### src/rtl/fetch_exec_controller.sv
// Two-byte instruction fetch, decode and execute sequencer driving IR, PC and R0..R3 controls.
// Latency: 2 cycles per fetched byte (request + acknowledge), then 1 DECODE and 1 EXEC cycle; all outputs registered.
// Backpressure: each fetch byte waits on mem_ready for up to TIMEOUT cycles, after which the block locks in FAULT.
//
// Optional feature macro: STEP_MODE_EN adds input `step` and a STEP_WAIT state after every non-HALT EXEC.
// Ports:
//   clock, reset (async, active high), start, [step], mem_ready, ir_in[15:0]  -- inputs
//   mem_rd                                 -- memory read request
//   ir_enable, ir_funsel[1:0], ir_lh       -- IR load controls (lh=0 low byte, lh=1 high byte)
//   pc_enable, pc_funsel[1:0]              -- PC controls (11 = increment)
//   reg_enable[3:0], reg_funsel[1:0], reg_load[7:0] -- R0..R3 controls
//   busy, halted, fault, illegal_op        -- status flags

module fetch_exec_controller #(
    parameter int TIMEOUT = 15
) (
    input  logic        clock,
    input  logic        reset,
    input  logic        start,
`ifdef STEP_MODE_EN
    input  logic        step,
`endif
    input  logic        mem_ready,
    input  logic [15:0] ir_in,
    output logic        mem_rd,
    output logic        ir_enable,
    output logic [1:0]  ir_funsel,
    output logic        ir_lh,
    output logic        pc_enable,
    output logic [1:0]  pc_funsel,
    output logic [3:0]  reg_enable,
    output logic [1:0]  reg_funsel,
    output logic [7:0]  reg_load,
    output logic        busy,
    output logic        halted,
    output logic        fault,
    output logic        illegal_op
);

`ifdef STEP_MODE_EN
    typedef enum logic [2:0] {IDLE, FETCH_L, FETCH_H, DECODE, EXEC, HALTED, FAULT, STEP_WAIT} state_t;
`else
    typedef enum logic [2:0] {IDLE, FETCH_L, FETCH_H, DECODE, EXEC, HALTED, FAULT} state_t;
`endif

    localparam logic [7:0] WAIT_LAST = 8'(TIMEOUT - 1);

    state_t      state_q, state_d;
    logic [7:0]  wait_q, wait_d;
    logic [3:0]  op_q, op_d;
    logic [1:0]  dst_q, dst_d;
    logic [7:0]  imm_q, imm_d;

    logic        mem_rd_d, ir_enable_d, ir_lh_d, pc_enable_d;
    logic [1:0]  ir_funsel_d, pc_funsel_d, reg_funsel_d;
    logic [3:0]  reg_enable_d;
    logic [7:0]  reg_load_d;
    logic        busy_d, halted_d, fault_d, illegal_d;

    // ir_in[9:8] carry no meaning for this instruction set.
    logic unused_ir;
    assign unused_ir = ^ir_in[9:8];

    always_ff @(posedge clock or posedge reset) begin
        if (reset) begin
            state_q    <= IDLE;
            wait_q     <= '0;
            op_q       <= '0;
            dst_q      <= '0;
            imm_q      <= '0;
            mem_rd     <= 1'b0;
            ir_enable  <= 1'b0;
            ir_funsel  <= '0;
            ir_lh      <= 1'b0;
            pc_enable  <= 1'b0;
            pc_funsel  <= '0;
            reg_enable <= '0;
            reg_funsel <= '0;
            reg_load   <= '0;
            busy       <= 1'b0;
            halted     <= 1'b0;
            fault      <= 1'b0;
            illegal_op <= 1'b0;
        end else begin
            state_q    <= state_d;
            wait_q     <= wait_d;
            op_q       <= op_d;
            dst_q      <= dst_d;
            imm_q      <= imm_d;
            mem_rd     <= mem_rd_d;
            ir_enable  <= ir_enable_d;
            ir_funsel  <= ir_funsel_d;
            ir_lh      <= ir_lh_d;
            pc_enable  <= pc_enable_d;
            pc_funsel  <= pc_funsel_d;
            reg_enable <= reg_enable_d;
            reg_funsel <= reg_funsel_d;
            reg_load   <= reg_load_d;
            busy       <= busy_d;
            halted     <= halted_d;
            fault      <= fault_d;
            illegal_op <= illegal_d;
        end
    end

    always_comb begin
        state_d      = state_q;
        wait_d       = wait_q;
        op_d         = op_q;
        dst_d        = dst_q;
        imm_d        = imm_q;
        mem_rd_d     = 1'b0;
        ir_enable_d  = 1'b0;
        ir_funsel_d  = 2'b00;
        ir_lh_d      = 1'b0;
        pc_enable_d  = 1'b0;
        pc_funsel_d  = 2'b00;
        reg_enable_d = 4'b0000;
        reg_funsel_d = 2'b00;
        reg_load_d   = 8'h00;
        illegal_d    = illegal_op;

        case (state_q)
            IDLE, HALTED: begin
                if (start) begin
                    state_d  = FETCH_L;
                    mem_rd_d = 1'b1;
                    wait_d   = '0;
                end
            end
            FETCH_L, FETCH_H: begin
                // Each fetch state has a request phase (mem_rd high) and a
                // one-cycle acknowledge phase carrying the IR/PC pulse.
                if (mem_rd) begin
                    if (mem_ready) begin
                        ir_enable_d = 1'b1;
                        ir_funsel_d = 2'b01;
                        ir_lh_d     = (state_q == FETCH_H);
                        pc_enable_d = 1'b1;
                        pc_funsel_d = 2'b11;
                    end else if (wait_q == WAIT_LAST) begin
                        state_d = FAULT;
                    end else begin
                        wait_d   = wait_q + 8'd1;
                        mem_rd_d = 1'b1;
                    end
                end else begin
                    wait_d = '0;
                    if (state_q == FETCH_L) begin
                        state_d  = FETCH_H;
                        mem_rd_d = 1'b1;
                    end else begin
                        state_d = DECODE;
                    end
                end
            end
            DECODE: begin
                // The high-byte IR load has landed by now, so ir_in is complete.
                op_d    = ir_in[15:12];
                dst_d   = ir_in[11:10];
                imm_d   = ir_in[7:0];
                state_d = EXEC;
            end
            EXEC: begin
                if (op_q == 4'd4) begin
                    state_d = HALTED;
                end else begin
                    if (op_q < 4'd4) begin
                        // CLR/LDI/DEC/INC map directly onto reg_funsel 00/01/10/11.
                        reg_enable_d = 4'b0001 << dst_q;
                        reg_funsel_d = op_q[1:0];
                        if (op_q == 4'd1) reg_load_d = imm_q;
                    end else begin
                        illegal_d = 1'b1;
                    end
`ifdef STEP_MODE_EN
                    state_d = STEP_WAIT;
`else
                    state_d  = FETCH_L;
                    mem_rd_d = 1'b1;
                    wait_d   = '0;
`endif
                end
            end
`ifdef STEP_MODE_EN
            STEP_WAIT: begin
                if (step) begin
                    state_d  = FETCH_L;
                    mem_rd_d = 1'b1;
                    wait_d   = '0;
                end
            end
`endif
            FAULT: begin
                state_d = FAULT;
            end
            default: begin
                state_d = IDLE;
            end
        endcase

        busy_d = (state_d == FETCH_L) || (state_d == FETCH_H) ||
                 (state_d == DECODE) || (state_d == EXEC);
`ifdef STEP_MODE_EN
        if (state_d == STEP_WAIT) busy_d = 1'b1;
`endif
        halted_d = (state_d == HALTED);
        fault_d  = (state_d == FAULT);
    end

endmodule
### config.mk
export PLATFORM = sky130hd
export DESIGN_NAME = fetch_exec_controller
export DESIGN_NICKNAME = d
export VERILOG_FILES = /design/src/rtl/fetch_exec_controller.sv
export SDC_FILE = /design/constraint.sdc
export NUM_CORES = 1
export LEC_CHECK = 0
export BUFFER_PORTS_ARGS = -buffer_cell sky130_fd_sc_hd__buf_2
export CAP_MARGIN = 40
export CORE_MARGIN = 2
export CORE_UTILIZATION = 58
export CTS_CLUSTER_DIAMETER = 40
export DETAILED_ROUTE_END_ITERATION = 10
export PLACE_DENSITY = 0.81
export SETUP_SLACK_MARGIN = 0.3
export SLEW_MARGIN = 5
export SYNTH_ARGS = -nofsm -noshare
export SYNTH_HDL_FRONTEND = slang
export SYNTH_SLANG_ARGS = --single-unit
### constraint.sdc
create_clock -name clock -period 3.16 [get_ports clock]
set_input_delay 0.632 -clock clock [delete_from_list [all_inputs] [get_ports clock]]
set_output_delay 0.632 -clock clock [all_outputs]
set_load 0.02 [all_outputs]
======== Word level (Yosys, flattened, before mapping) ========
Index checks and enable logic that the tools add are counted.
storage, ports and cells
  latch bits .............................. 0
  output and inout port bits .............. 26
  register bits ........................... 50
  input port bits ......................... 20
  memories kept ........................... 0
  memory bits (writable) .................. 0
  bits in read-only memories .............. 0
cells by class
  reduce and logical (&&, ||, !) cells .... 9
  $lt $le $gt $ge ......................... 1
  div/mod/pow operators ................... 0
  multipliers ............................. 0
  bitwise logic cells ..................... 2
  equal/unequal tests ..................... 19
  $add $sub $neg .......................... 1
  shift operators ......................... 1
  muxes and demuxes ....................... 42
operators with widths
  kind                   count
  $mux W8                9
  $pmux W8 S3            1
  $eq A3 B3 Y1 const B   6
  $mux W1                16
  $mux W3                5
  $pmux W3 S5            1
  $eq A3 B2 Y1 const B   4
  $mux W2                6
  $mux W4                3
  $add A8 B1 Y8 const B  1
  $eq A8 B4 Y1 const B   1
  $eq A3 B1 Y1 const B   2
  $ne A3 B3 Y1 const B   2
  $reduce_and A5 Y1      1
  $eq A4 B1 Y1 const B   1
  $eq A4 B3 Y1 const B   1
  $lt A4 B3 Y1 const B   1
  $ne A2 B2 Y1 const B   2
  $reduce_or A2 Y1       2
  $shl A1 B2 Y4 const A  1
  $logic_not A3 Y1       1
  $logic_or A1 B1 Y1     3
  $pmux W1 S3            1
  $reduce_and A3 Y1      1
  other kinds (2)        3

======== Longest topological paths before layout ========
Gate-level depths: netlist (run 1).
  depth in word-level cells ............... 9
  mapped depth ............................ 8
  depth with buffers taken out ............ 7

======== Least setup slack after synthesis (run 1) ========
Ideal clock, no wire load.
  path type ............................... flip-flop to flip-flop
  from .................................... reg wait_q[0]
  to ...................................... reg busy
  required time ........................... 3.037 ns
  path buffers ............................ 0
  slack ................................... 1.126 ns
  period minus slack after synthesis ...... 2.034 ns
  data arrival time ....................... 1.912 ns
  stages on the path, launching flop included .. 8
  cells stage by stage .................... dfrtp_1 inv_1 ha_1 nor4b_1 or4b_1 nor2_1 a21oi_1 o221a_2
between the ends
  cells in the longest elaborated chain, start to end .. 9
  elaborated cells on any way between the ends .. 12
ends and longest elaborated chain
  element                                       RTL line  RTL
  start, declared                               49        logic [7:0] wait_q, wait_d;
  start signal, assigned                        86        wait_q <= wait_d;
  $eq A8 B4 Y1 *                                141       end else if (wait_q == WAIT_LAST) begin
  $mux W3 *                                     141
  $mux W3 *                                     135       if (mem_ready) begin
  $mux W3 *                                     134       if (mem_rd) begin
  $pmux W3 S5 *                                 123       case (state_q)
  $eq A3 B1 Y1 or $eq A3 B2 Y1 (tied branches)  202       busy_d = (state_d == FETCH_L) || (state_d == FETCH_H) ||
  $logic_or A1 B1 Y1 (2 in a row)               202
  $logic_or A1 B1 Y1 *                          203       (state_d == DECODE) || (state_d == EXEC);
  named net busy_d                              58        logic busy_d, halted_d, fault_d, illegal_d;
  end signal, assigned                          99        busy <= busy_d;
  end, declared                                 34        output logic busy,
The timed path passes the listed nets; every way through them passes the cells marked *.
A chain may end at the register's enable or synchronous reset.

======== Worst setup path after layout (run 1) ========
Ends and elaborated chain as after synthesis.

==> out/results.txt, run 1 <==
The CTS sink count was 46; the number of synthesized flops with an enable pin was 0. Summing the sequential cell areas from Yosys gives 52.87% of the chip area. Power spread over the standard cell area amounts to 812.2 nW/um2.

The critical path goes through inv_1 -> ha_1 -> nor4b_1 -> or4b_1 -> nor2_1 -> a21oi_1 -> o221a_2. The initial utilization of the core area, before any placement, comes to 59.92%. The slowest stage of the critical path is the or4b_1 cell. The number of antenna violations at the first check in global routing is 0. By area the synthesized netlist is led by dfrtp_1 53%, mux2_2 7.2%, and2_1 3.2%.

Average via count per standard cell: 5.565. Count of H-tree levels built during CTS: 2. For the worst setup path, the data required time is 3350 ps.

The synthesized design spends more area on one cell type than any other, namely dfrtp_1. The top fanout value on the critical path is 7. The tightest slew margin relative to the limit is 52.04%, and the delay contributed by the slowest stage of the critical path is 550 ps.

The run gives 293 as the number of filler instances in the final layout. After detailed routing, the average wire length per cell comes to 14.09 um. IR analysis of the VDD net gives a maximum drop of 0.4506 mV.

The tools report the fmax as 425.5 MHz. Buffers placed on the I/O ports in this run total 42. The count of final max-slew check failures came out at 0.

The first global-routing pass estimated 6.644 mm of wire. The CTS clock-pin slew for the worst setup and hold paths came out at 80 ps. The tool flagged a number of max-cap violations equal to 0. Setup repair after global routing left no endpoint under its margin. Clock tree synthesis selected as its root buffer the cell clkbuf_8.

After detailed placement, the design holds a cell count of 268. After clock tree synthesis, the setup repair step added 0 buffers. Post-CTS repair changed the size of 0 cells. The clock skew after layout was 4.968 ps; the die outline area was 4260 um2. The total global routing overflow is 0, and the maximum number of pins on one net before global-route repair is 20.

In this run the core area contains 22 standard-cell rows. For the number of nets in the final layout, the log shows 249. Counting I/O delays and the setup requirement, the final critical path takes 2350 ps. The mean cell area of the mapped netlist works out to 11.58 um2. No sink is reached through more buffers than the 2 on the longest clock path. The antenna violation net count after detailed routing was 0.

The number of hold buffers added after cts came out at 0. Category of the critical setup timing path: reg2reg. STA puts the critical path data arrival time at 2540 ps. For this run, the number of standard cells in the final layout without fillers is 276.

From left edge to right edge, the die measures 65.27 um. The path type of the worst min-delay path was in2async. The post-route clock period utilization was 74.38%; the routed wire length was 3.889 mm. Total count of hold-check failures in the final report: 0. The tools report the overall routing resource usage as 19.98%. The flow ran to the end, and the final reports show no timing, DRC or antenna violations.

The share of synthesized registers carrying an async set or reset was 100.0%; the clock insertion delay at the later pin of the skew report was 290 ps. The post-synth design cell area is 2177 um2, and the number of global-route vias before repair is 1451. TritonCTS built the clock tree.

Setup violations remaining at the end of the flow were counted as 0. The actual transition at the worst max-transition pin is 717.3 ps, and the HPWL reported at the end of detailed placement is 2.856 mm. The number of design rule violations left after detail routing came out at 0.

The endpoint type of the worst setup path is a flip-flop. The post-route netlist has 33.33% of its cells at a drive strength greater than 1. The commonest cells after synthesis are 46 x dfrtp_1, 14 x mux2_2, 14 x nand2_1, 11 x and2_1.

STA classifies the critical path startpoint as a flip-flop. During I/O placement, the number of pins put on the boundary was 46. The final sum of negative setup slack is 0 ps, and the synthesized flop and latch total is 46. The dominant register cell in the synthesized netlist is dfrtp_1.

The yosys synthesis warning count was 0. The run gives 188 as the gate count of the mapped netlist. After floorplanning, the core was sized to cover 3633 um2.

Die height: 65.27 um. The run gives 51 as the count of distinct cell types in the synthesized netlist. The share of the synthesized area in the top cell type was 52.87%; the number of iterations in the first detailed-routing pass was 4.

The post-synth net total came out at 210. Most frequently used cell type in the post-synthesis netlist: dfrtp_1. Weighted congestion reported at the end of routability-driven placement: 0.8985. Summed over all cells, the static leakage comes to 0.001184 uW. In this run, the number of DRC markers left after iteration 0 of detailed routing was 133. The vias after detailed routing came out at 1536.

The area growth from synthesis to layout is 15.00%. The clock buffer count from CTS was 5; the number of inserted diodes was 0.
## where the power goes
part	total (uW)	internal [uW]	leakage [uW]	switching [uW]
Combinational	682	337	0.000538	345
Clock	425	236	0.0000514	189
Sequential	926	737	0.000594	189
## placed cells by master, fill, tap and decap left out, types with 2 or more instances in the layout
cell type / netlist / final
a21boi_2: 3 / 3
a22oi_1: 2 / 2
and2_1: 11 / 11
and3_1: 3 / 3
and3b_1: 2 / 2
buf_2: 0 / 42
buf_4: 6 / 2
clkbuf_8: 1 / 5
dfrtp_1: 46 / 46
ha_1: 2 / 2
inv_1: 3 / 2
mux2_2: 14 / 14
nand2_1: 14 / 14
nand2b_1: 3 / 3
nand3b_1: 2 / 2
nand4_1: 3 / 3
nor2_1: 9 / 9
nor2b_1: 4 / 4
nor3_1: 3 / 3
nor3b_1: 2 / 2
nor4_1: 2 / 2
nor4b_1: 2 / 2
o2111ai_1: 2 / 2
o211ai_1: 2 / 2
o21ai_0: 9 / 9
o31ai_1: 4 / 4
or3_1: 3 / 3
or4b_1: 2 / 2
xor2_1: 2 / 2
## routing by layer
layer	GRT usage, %	wire (um)
met2	32.40	1873
met4	4.688	22
met1	26.81	1782
met3	5.651	210
met5	0	0
## worst max-delay path, delay by kind of cell, from the launching register on
kind,cells,cell delay [ps]
buffers and inverters,1,80
flip-flops,1,440
AO/OA/AOI/OAI,2,370
AND/OR/NAND/NOR,3,1220
adder cells (fa/ha/maj),1,130
## path summary, 6_finish.rpt
check	from	end	slack (ps)	cells past startpoint
setup / recovery	wait_q[0]	busy	810	7
hold / removal	reset	reg_load[6]	300	2
max in group asynchronous	reset	wait_q[1]	2290	3
hold reg to reg	illegal_op	illegal_op	480	1
min in group clock	illegal_op	illegal_op	480	1
setup reg to reg	wait_q[0]	busy	810	7
## layout make-up
type	instances	area [um2]	area share, %
flip-flops and latches	46	1151	45.98
multi-input cells	126	918.4	36.68
repair buffers	45	252.7	10.09
clock buffers	6	72.57	2.899
well taps	48	60.06	2.399
clock inverters	2	37.54	1.499
inverters	3	11.26	0.4498
## registers in the layout, indices dropped and copies added (netlist names)
| signal | count |
|---|---|
| busy | 1 |
| state_q | 3 |
| halted | 1 |
| reg_funsel | 2 |
| mem_rd | 1 |
| ir_lh | 1 |
| reg_load | 8 |
| fault | 1 |
| illegal_op | 1 |
| pc_funsel | 1 |
| dst_q | 2 |
| imm_q | 8 |
| op_q | 4 |
| reg_enable | 4 |
| wait_q | 8 |
## metrics by stage
| stage | util [%] | total power, uW | hold WS (ps) | area (um2) | worst slack (ps) |
|---|---|---|---|---|---|
| 2_1_floorplan | - | 1502 | 443.8 | 2177 | 1126 |
| 4_1_cts | 68.91 | 2050 | 300.6 | 2504 | 805.1 |
| 6_report | 68.91 | 2034 | 299.3 | 2504 | 809.6 |
| 5_1_grt | 68.91 | 2170 | 324.6 | 2504 | 619.5 |
| 3_5_place_dp | 65.87 | 1624 | 452.5 | 2394 | 817.4 |
| 3_3_place_gp | 65.12 | 1595 | 447.4 | 2366 | 873.9 |
## cell families after synthesis
group	Yosys count	synth area share, %
and+or+nand+nor	74	21.21
DFF	46	52.87
other	1	0.1722
xor gates and xnor gates	2	0.8047
adders and majority gates	2	1.149
buffers and inverters	16	4.942
AOI/OAI and AO/OA	33	11.61
muxes	14	7.241
Power figures use the tool's default switching activity.
==> inputs of run 2 (changes only) <==
--- a/config.mk
+++ b/config.mk
@@ -5,13 +5,14 @@
 export SDC_FILE = /design/constraint.sdc
 export NUM_CORES = 1
 export LEC_CHECK = 0
+export ABC_AREA = 1
 export BUFFER_PORTS_ARGS = -buffer_cell sky130_fd_sc_hd__buf_2
 export CAP_MARGIN = 40
 export CORE_MARGIN = 2
-export CORE_UTILIZATION = 58
+export CORE_UTILIZATION = 48
 export CTS_CLUSTER_DIAMETER = 40
 export DETAILED_ROUTE_END_ITERATION = 10
-export PLACE_DENSITY = 0.81
+export PLACE_DENSITY = 0.72
 export SETUP_SLACK_MARGIN = 0.3
 export SLEW_MARGIN = 5
 export SYNTH_ARGS = -nofsm -noshare
==> constraint.sdc (replaced) <==
create_clock -name clock -period 2 [get_ports clock]
set_input_delay 0.4 -clock clock [delete_from_list [all_inputs] [get_ports clock]]
set_output_delay 0.4 -clock clock [all_outputs]
set_load 0.02 [all_outputs]
==> run 2 against run 1 <==
Net effect: die area grew 17%; largest power group unchanged; sequential cell count is the same; sequential power grew 45%; clock-buffer cell count shrank 1; synthesized cell count grew 20%; core utilization shrank 11 points; design area shrank 0.30%; clock skew shrank 1.8 ps.
==> out/results.txt, run 2 <==
The flow ran to the end, and the final reports show no timing, DRC or antenna violations. The total global routing overflow was 0 (unchanged); the delay contributed by the slowest stage of the critical path was 480 ps (-70 ps). Number of inserted diodes: 0 (unchanged).

Antenna violation net count after detailed routing: 0 (unchanged). The commonest non-fill, non-tap cell in the layout was dfrtp_1. Maximum clock insertion buffer count: 2 (unchanged). Post-synth net total: 247 (+18%).

CTS clock-pin slew for the worst setup and hold paths: 90 ps (about the same). The die height was 70.75 um (+8.4%); the post-synth design cell area was 2138 um2 (-1.8%). The number of antenna violations at the first check in global routing was 0 (unchanged); the post-synthesis to final-layout area growth was 16.73%.

The number of iterations in the first detailed-routing pass was 4 (unchanged); the first-pass GRT wire length was 6.327 mm (-4.8%). The signal on the critical path passes through nor2_2 -> nand2_1 -> nand2_4 -> inv_4 -> nor2_8 -> nand2_1 -> nand2_1 -> inv_1 -> nand2_1 -> nand2_1. The average wire per standard cell is 11.46 um (-19%). For the largest voltage drop on the vdd net, the log shows 1.006 mV (+120%). The mean cell area of the mapped netlist is 9.504 um2 (-18%). Share of the core filled with cells: 57.73% (-11 points).

The worst path required time came out at 2200 ps (-1150 ps). dfrtp_1 takes more of the synthesized area than any other cell. The logs give 3.690 mm (-5.1%) for the routed wire length and 16.02% (-4.0 points) for the overall routing resource usage.

For the gate count of the mapped netlist, the log shows 225 (+20%). The tools report the leakage power as 0.001313 uW (+11%). The post-route clock period utilization works out to 78.12% (+3.7 points).

The shortest clock period the worst path allows after layout was 1562 ps (-788.1 ps). Startpoint type of the worst setup path: a flip-flop. The top-level I/O count is 46 (unchanged).

The clock insertion delay at the later pin of the skew report is 300 ps (about the same), and the die outline area is 5005 um2 (+17%). The worst setup slack before clock tree synthesis is 417.7 ps (-399.6 ps). The top fanout value on the critical path is 8 (+1). The share of the synthesized area in the top cell type is 53.83% (+0.96 points).

The number of synthesized flops with an enable pin was 0 (unchanged). The run gives 0 (unchanged) as the number of design rule violations left after detail routing. The share of synthesized registers carrying an async set or reset was 100.0% (unchanged); the sequential share of the synthesized area was 53.83% (+0.96 points). The logs give 1760 ps (-780 ps) for the signal arrival time at the worst endpoint and 291 (+17%) for the number of nets in the final layout. TritonCTS built the clock tree. The logs give 225.6 ps (-73.69 ps) for the final worst hold slack and 47 (+140%) for the maximum number of pins on one net before global-route repair. The run gives 1558 (+1.4%) as the vias after detailed routing. Setup repair after global routing left no endpoint under its margin. The post-CTS setup repair buffer count was 0 (unchanged). The count of input and output buffers was 42 (unchanged).

In this run the clock root is driven by a clkbuf_8. For the fmax, the log shows 640.1 MHz (+50%). The largest registers in the layout are imm_q: 8 flops, reg_load: 8 flops, wait_q: 8 flops. The average via count per standard cell is 4.839 (-13%), and the detailed router's first-iteration violation count is 95 (-29%). The library cells used most frequently in the layout, excluding fill and tap cells, are 46 x dfrtp_1, 42 x nand2_1, 42 x buf_2. The power per cell area is 1347 nW/um2 (+66%), and the ratio of cells with drive above 1 in the final layout is 32.96% (-0.37 points). The tools report the placeable core area as 4324 um2 (+19%). Dominant cell type by count on the critical path: nand2_1. Total count of hold-check failures in the final report: 0 (unchanged). The count of final max-slew check failures is 0 (unchanged). The total power after layout is 3363 uW (+65%). The tools report the HPWL reported at the end of detailed placement as 2.618 mm (-8.3%).

Total of max-cap violations: 0 (unchanged). The tools report the number of filler instances in the final layout as 390 (+33%). The width of the chip is 70.75 um (+8.4%), and the clock skew after layout is 3.194 ps (-1.774 ps).

The actual transition at the worst max-transition pin was 556.4 ps (-160.8 ps); the yosys synthesis warning count was 0 (unchanged). The most used flip-flop cell after synthesis is dfrtp_1. The setup path with the least slack is of type reg2reg. The tools report the starting density of the core as 49.45% (-10 points).

The number of endpoints failing setup at the final stage is 0 (unchanged). The worst setup path is captured at a flip-flop. Ranked by total cell area, the synthesized netlist is headed by dfrtp_1 54%, nand2_1 7.4%, inv_1 4.4%. The synthesized flop and latch total was 46 (unchanged). Path type of the worst min-delay path: in2async. The post-route worst setup slack is 437.7 ps (-371.9 ps), and the CTS sink count is 46 (unchanged). For the weighted congestion reported at the end of routability-driven placement, the log shows 0.8715 (-3.0%). For the number of standard-cell rows in the floorplan, the log shows 24 (+9.1%). Among all cell types in the netlist, the one instantiated most often is dfrtp_1. Critical-path cell with the highest stage delay: dfrtp_1. The count of H-tree levels built during CTS was 2 (unchanged). The number of global-route vias before repair is 1408 (-3.0%), and the clock buffer count from CTS is 5 (unchanged).

The run gives 31 (-39%) as the count of distinct cell types in the synthesized netlist. The commonest cells after synthesis are 46 x dfrtp_1, 42 x nand2_1, 25 x inv_1, 23 x nor2_1, 10 x nand3_1. The final sum of negative setup slack is 0 ps (unchanged).

The run gives 62.90% (+11 points) as the tightest slew margin relative to the limit.
[run 2: worst paths after layout]
check	startpoint	endpoint	slack [ps]	depth (start not counted)
setup / recovery	state_q[0]	busy	440	10
hold / removal	reset	ir_lh	230	3
setup reg to reg	state_q[0]	busy	440	10
hold reg to reg	dst_q[0]	reg_enable[2]	470	1
max in group asynchronous	reset	mem_rd	1400	3
min in group clock	ir_in[3]	imm_q[3]	320	2
[run 2: power breakdown]
group	internal, uW	total, uW	leakage (uW)	switching, uW
registers	1180	1340	0.000590	166
logic	452	1320	0.000664	865
clock network	375	703	0.0000585	328
[run 2: final cells by class]
type	count	area, um2	area share (%)
clock inverters	3	43.79	1.754
inverters	28	108.9	4.361
clock buffers	5	68.82	2.757
multi-input cells	143	825.8	33.08
repair buffers	45	232.7	9.323
well taps	52	65.06	2.607
flip-flops and latches	46	1151	46.12
[run 2: logic make-up (layout without fill, tap and decap cells)]
kind of cell    after synthesis  count (layout)  share of synthesized area (%)
compound gates               24              24                          7.549
xor+xnor                      2               2                         0.8193
fa+ha+maj                     2               2                          1.170
buf+inv                      36              81                          8.192
flops                        46              46                          53.83
mux                           8               8                          4.213
other cells                   1               1                         0.1754
simple gates                106             106                          24.05
[run 2: stage by stage]
step / instances / instance area (um2)
global route: 322 / 2496
floorplan: 225 / 2138
detailed placement: 314 / 2370
CTS: 322 / 2482
finish: 322 / 2496
global placement: 314 / 2370
[run 2: repair_timing]
action,CTS,global route
endpoints found under the setup margin,0,3
hold buffers,0,0
resized for setup,0,2
[run 2: critical path: cells and delay by family, from the launching register on]
| kind | cells | cell delay [ps] |
|---|---|---|
| flip-flops | 1 | 480 |
| buffers and inverters | 2 | 110 |
| AND/OR/NAND/NOR | 8 | 860 |
[run 2: routing by layer]
layer  track usage, %  wire length (um)  share of wire, %
met5                0                 0                 0
met4            5.660                36              0.98
met3            4.274               187               5.1
met2            24.61              1742                47
met1            22.13              1725                47
==> inputs of run 3 (changes only) <==
--- a/config.mk
+++ b/config.mk
@@ -5,14 +5,14 @@
 export SDC_FILE = /design/constraint.sdc
 export NUM_CORES = 1
 export LEC_CHECK = 0
-export ABC_AREA = 1
+export ABC_AREA = 0
 export BUFFER_PORTS_ARGS = -buffer_cell sky130_fd_sc_hd__buf_2
 export CAP_MARGIN = 40
 export CORE_MARGIN = 2
-export CORE_UTILIZATION = 48
+export CORE_UTILIZATION = 49
 export CTS_CLUSTER_DIAMETER = 40
 export DETAILED_ROUTE_END_ITERATION = 10
-export PLACE_DENSITY = 0.72
+export PLACE_DENSITY = 0.73
 export SETUP_SLACK_MARGIN = 0.3
 export SLEW_MARGIN = 5
 export SYNTH_ARGS = -nofsm -noshare
==> constraint.sdc (replaced) <==
create_clock -name clock -period 1.25 [get_ports clock]
set_input_delay 0.25 -clock clock [delete_from_list [all_inputs] [get_ports clock]]
set_output_delay 0.25 -clock clock [all_outputs]
set_load 0.02 [all_outputs]
==> run 3 against run 2 <==
Net effect: the run now ends with setup timing left; sequential power is 67% higher; core utilization is 23 points higher; critical path depth is 3 lower; clock power is 58% higher; setup slack worse by 1200 ps; combinational power grew to 3.0 times the previous value; register-to-register slack worse by 1200 ps; sequential share of layout area is 13 points lower; global-route usage is 7.5 points higher; maximum frequency is 22% lower; critical endpoint unchanged; largest cell class is now multi-input gates; largest power group is now combinational logic.
==> out/results.txt, run 3 (same netlist as run 1, synthesis figures left out) <==
The run finished, with violations left. The final reports fail on setup timing. The total global routing overflow is 0 (unchanged). The CTS sink count is 46 (unchanged), and the average wire per standard cell is 17.63 um (+54%).

The worst setup path is captured at a flip-flop. The number of antenna violations at the first check in global routing was 0 (unchanged). The count of H-tree levels built during CTS was 2 (unchanged).

The path class of the tightest hold or removal check is in2reg. The maximum clock insertion buffer count was 2 (unchanged). met2 is the most crowded layer. The tools report the antenna violation net count after detailed routing as 0 (unchanged). In the final layout, the registers with the most flip-flops are imm_q: 8 flops, reg_load: 8 flops, wait_q: 8 flops. The met2 demand-to-capacity share in global routing is 38.89% (+14 points), and the post-synthesis to final-layout area growth is 60.57%.

The worst setup path is launched from a flip-flop. The post-route worst setup slack was -756.1 ps (-1194 ps). Number of nets in the final layout: 308 (+5.8%).

The global-route track usage on met3 was 7.265% (+3.0 points). Setup repair after global routing could not meet its margin everywhere. The tools report the worst setup slack before clock tree synthesis as -620.7 ps (-1038 ps). The number of standard-cell rows in the floorplan is 24 (unchanged). The logs give 4992 um2 (-0.25%) for the die outline area and 45 (+45) for the number of endpoints failing setup at the final stage. The power per cell area is 2096 nW/um2 (+56%), and the detailed router's first-iteration violation count is 95 (unchanged). The tools report the total count of hold-check failures in the final report as 0 (unchanged). The first-pass GRT wire length is 9.066 mm (+43%), and the clock skew after layout is 14.72 ps (+11.53 ps). Placeable core area: 4324 um2 (unchanged).

By startpoint and endpoint, the worst setup path is classified as reg2reg. The count of input and output buffers was 42 (unchanged); the clock insertion delay at the later pin of the skew report was 300 ps (about the same). The run gives 0.8857 (+1.6%) as the weighted congestion reported at the end of routability-driven placement. The logs give 23.54% (+7.5 points) for the overall routing resource usage and -18970 ps (-18970 ps) for the final sum of negative setup slack. The width of the chip is 70.66 um (-0.13%).

The fmax was 498.5 MHz (-22%). The commonest non-fill, non-tap cell in the layout is buf_6. The die height was 70.66 um (-0.13%); the leakage power was 0.001648 uW (+26%). The largest voltage drop on the vdd net came out at 1.295 mV (+29%). In the layout the commonest cells are 45 x buf_6, 42 x dfrtp_1, 39 x buf_4.

For the count of final max-slew check failures, the log shows 0 (unchanged). For the final instance area, the log shows 3496 um2 (+40%). The number of iterations in the first detailed-routing pass is 4 (unchanged).

TritonCTS built the clock tree. The top-level I/O count was 46 (unchanged); the average via count per standard cell was 5.622 (+16%). The signal arrival time at the worst endpoint is 2210 ps (+450 ps), and the number of design rule violations left after detail routing is 0 (unchanged). CTS clock-pin slew for the worst setup and hold paths: 90 ps (about the same).

The number of inserted diodes came out at 0 (unchanged). The shortest clock period the worst path allows after layout is 2006 ps (+443.8 ps), and the starting density of the core is 50.35% (+0.90 points). The total placed instance area is 2800 um2 (+18%), and the number of global-route vias before repair is 1887 (+34%).

The top fanout value on the critical path is 3 (-5), and the global routing usage on met1 is 29.91% (+7.8 points). The ratio of cells with drive above 1 in the final layout was 63.07% (+30 points); the worst path required time was 1450 ps (-750 ps). The logs give 42 (-11%) for the maximum number of pins on one net before global-route repair and 1906 (+22%) for the vias after detailed routing.

Root buffer cell: clkbuf_8. The HPWL reported at the end of detailed placement was 3.533 mm (+35%). For the total of max-cap violations, the log shows 0 (unchanged). Routed wire length: 5.978 mm (+62%). The clock buffer count from CTS is 5 (unchanged), and the post-route clock period utilization is 160.5% (+82 points).
-- run 3: power breakdown --
group	internal, uW	switching (uW)
clock network	597	512
registers	1880	355
logic	2220	1760
-- run 3: cell type report --
class,instances,area (um2)
well taps,52,65.06
flip-flops and latches,46,1156
repair buffers,104,934.6
clock buffers,6,72.57
inverters,3,15.01
multi-input cells,126,1215
fillers,233,828.3
clock inverters,2,37.54
-- run 3: critical path: stages (launching register included) --
cell and delay [ps]:
dfrtp_1 410, inv_2 80, ha_4 140, nor4b_4 240, or4b_4 540, nor2_4 190
a21oi_2 50, o221a_2 260
-- run 3: through the flow --
step / util, % / hold WS [ps] / std cells / power (uW)
floorplan: - / 266.9 / 188 / 4053
CTS: 76.42 / 168.0 / 331 / 6809
global route: 80.84 / 161.0 / 339 / 7698
detailed placement: 64.76 / 165.2 / 315 / 5052
finish: 80.84 / 176.5 / 339 / 7327
global placement: 64.76 / 163.7 / 315 / 4957
-- run 3: worst paths after layout --
| check | from | end | slack (ps) | depth (start not counted) |
|---|---|---|---|---|
| max | wait_q[0] | busy | -760 | 7 |
| min | ir_in[11] | dst_q[1] | 180 | 2 |
| max reg2reg | wait_q[0] | busy | -760 | 7 |
| min reg2reg | imm_q[0] | reg_load[0] | 500 | 1 |
| max in group asynchronous | reset | pc_funsel[0] | 410 | 4 |
| min in group asynchronous | reset | reg_enable[0] | 380 | 3 |
-- run 3: timing repair --
action,CTS,global route
hold endpoints to repair,5,0
hold buffers,1,0
gates resized for setup,95,33
setup buffers,7,8
pin swaps,8,14
endpoints found under the setup margin,71,71
-- run 3: layer usage --
layer  vias up  routed length, um
li1        863                  -
met1       962               2438
met2        77               3097
met3         4                397
met4         0                 45
met5         -                  0
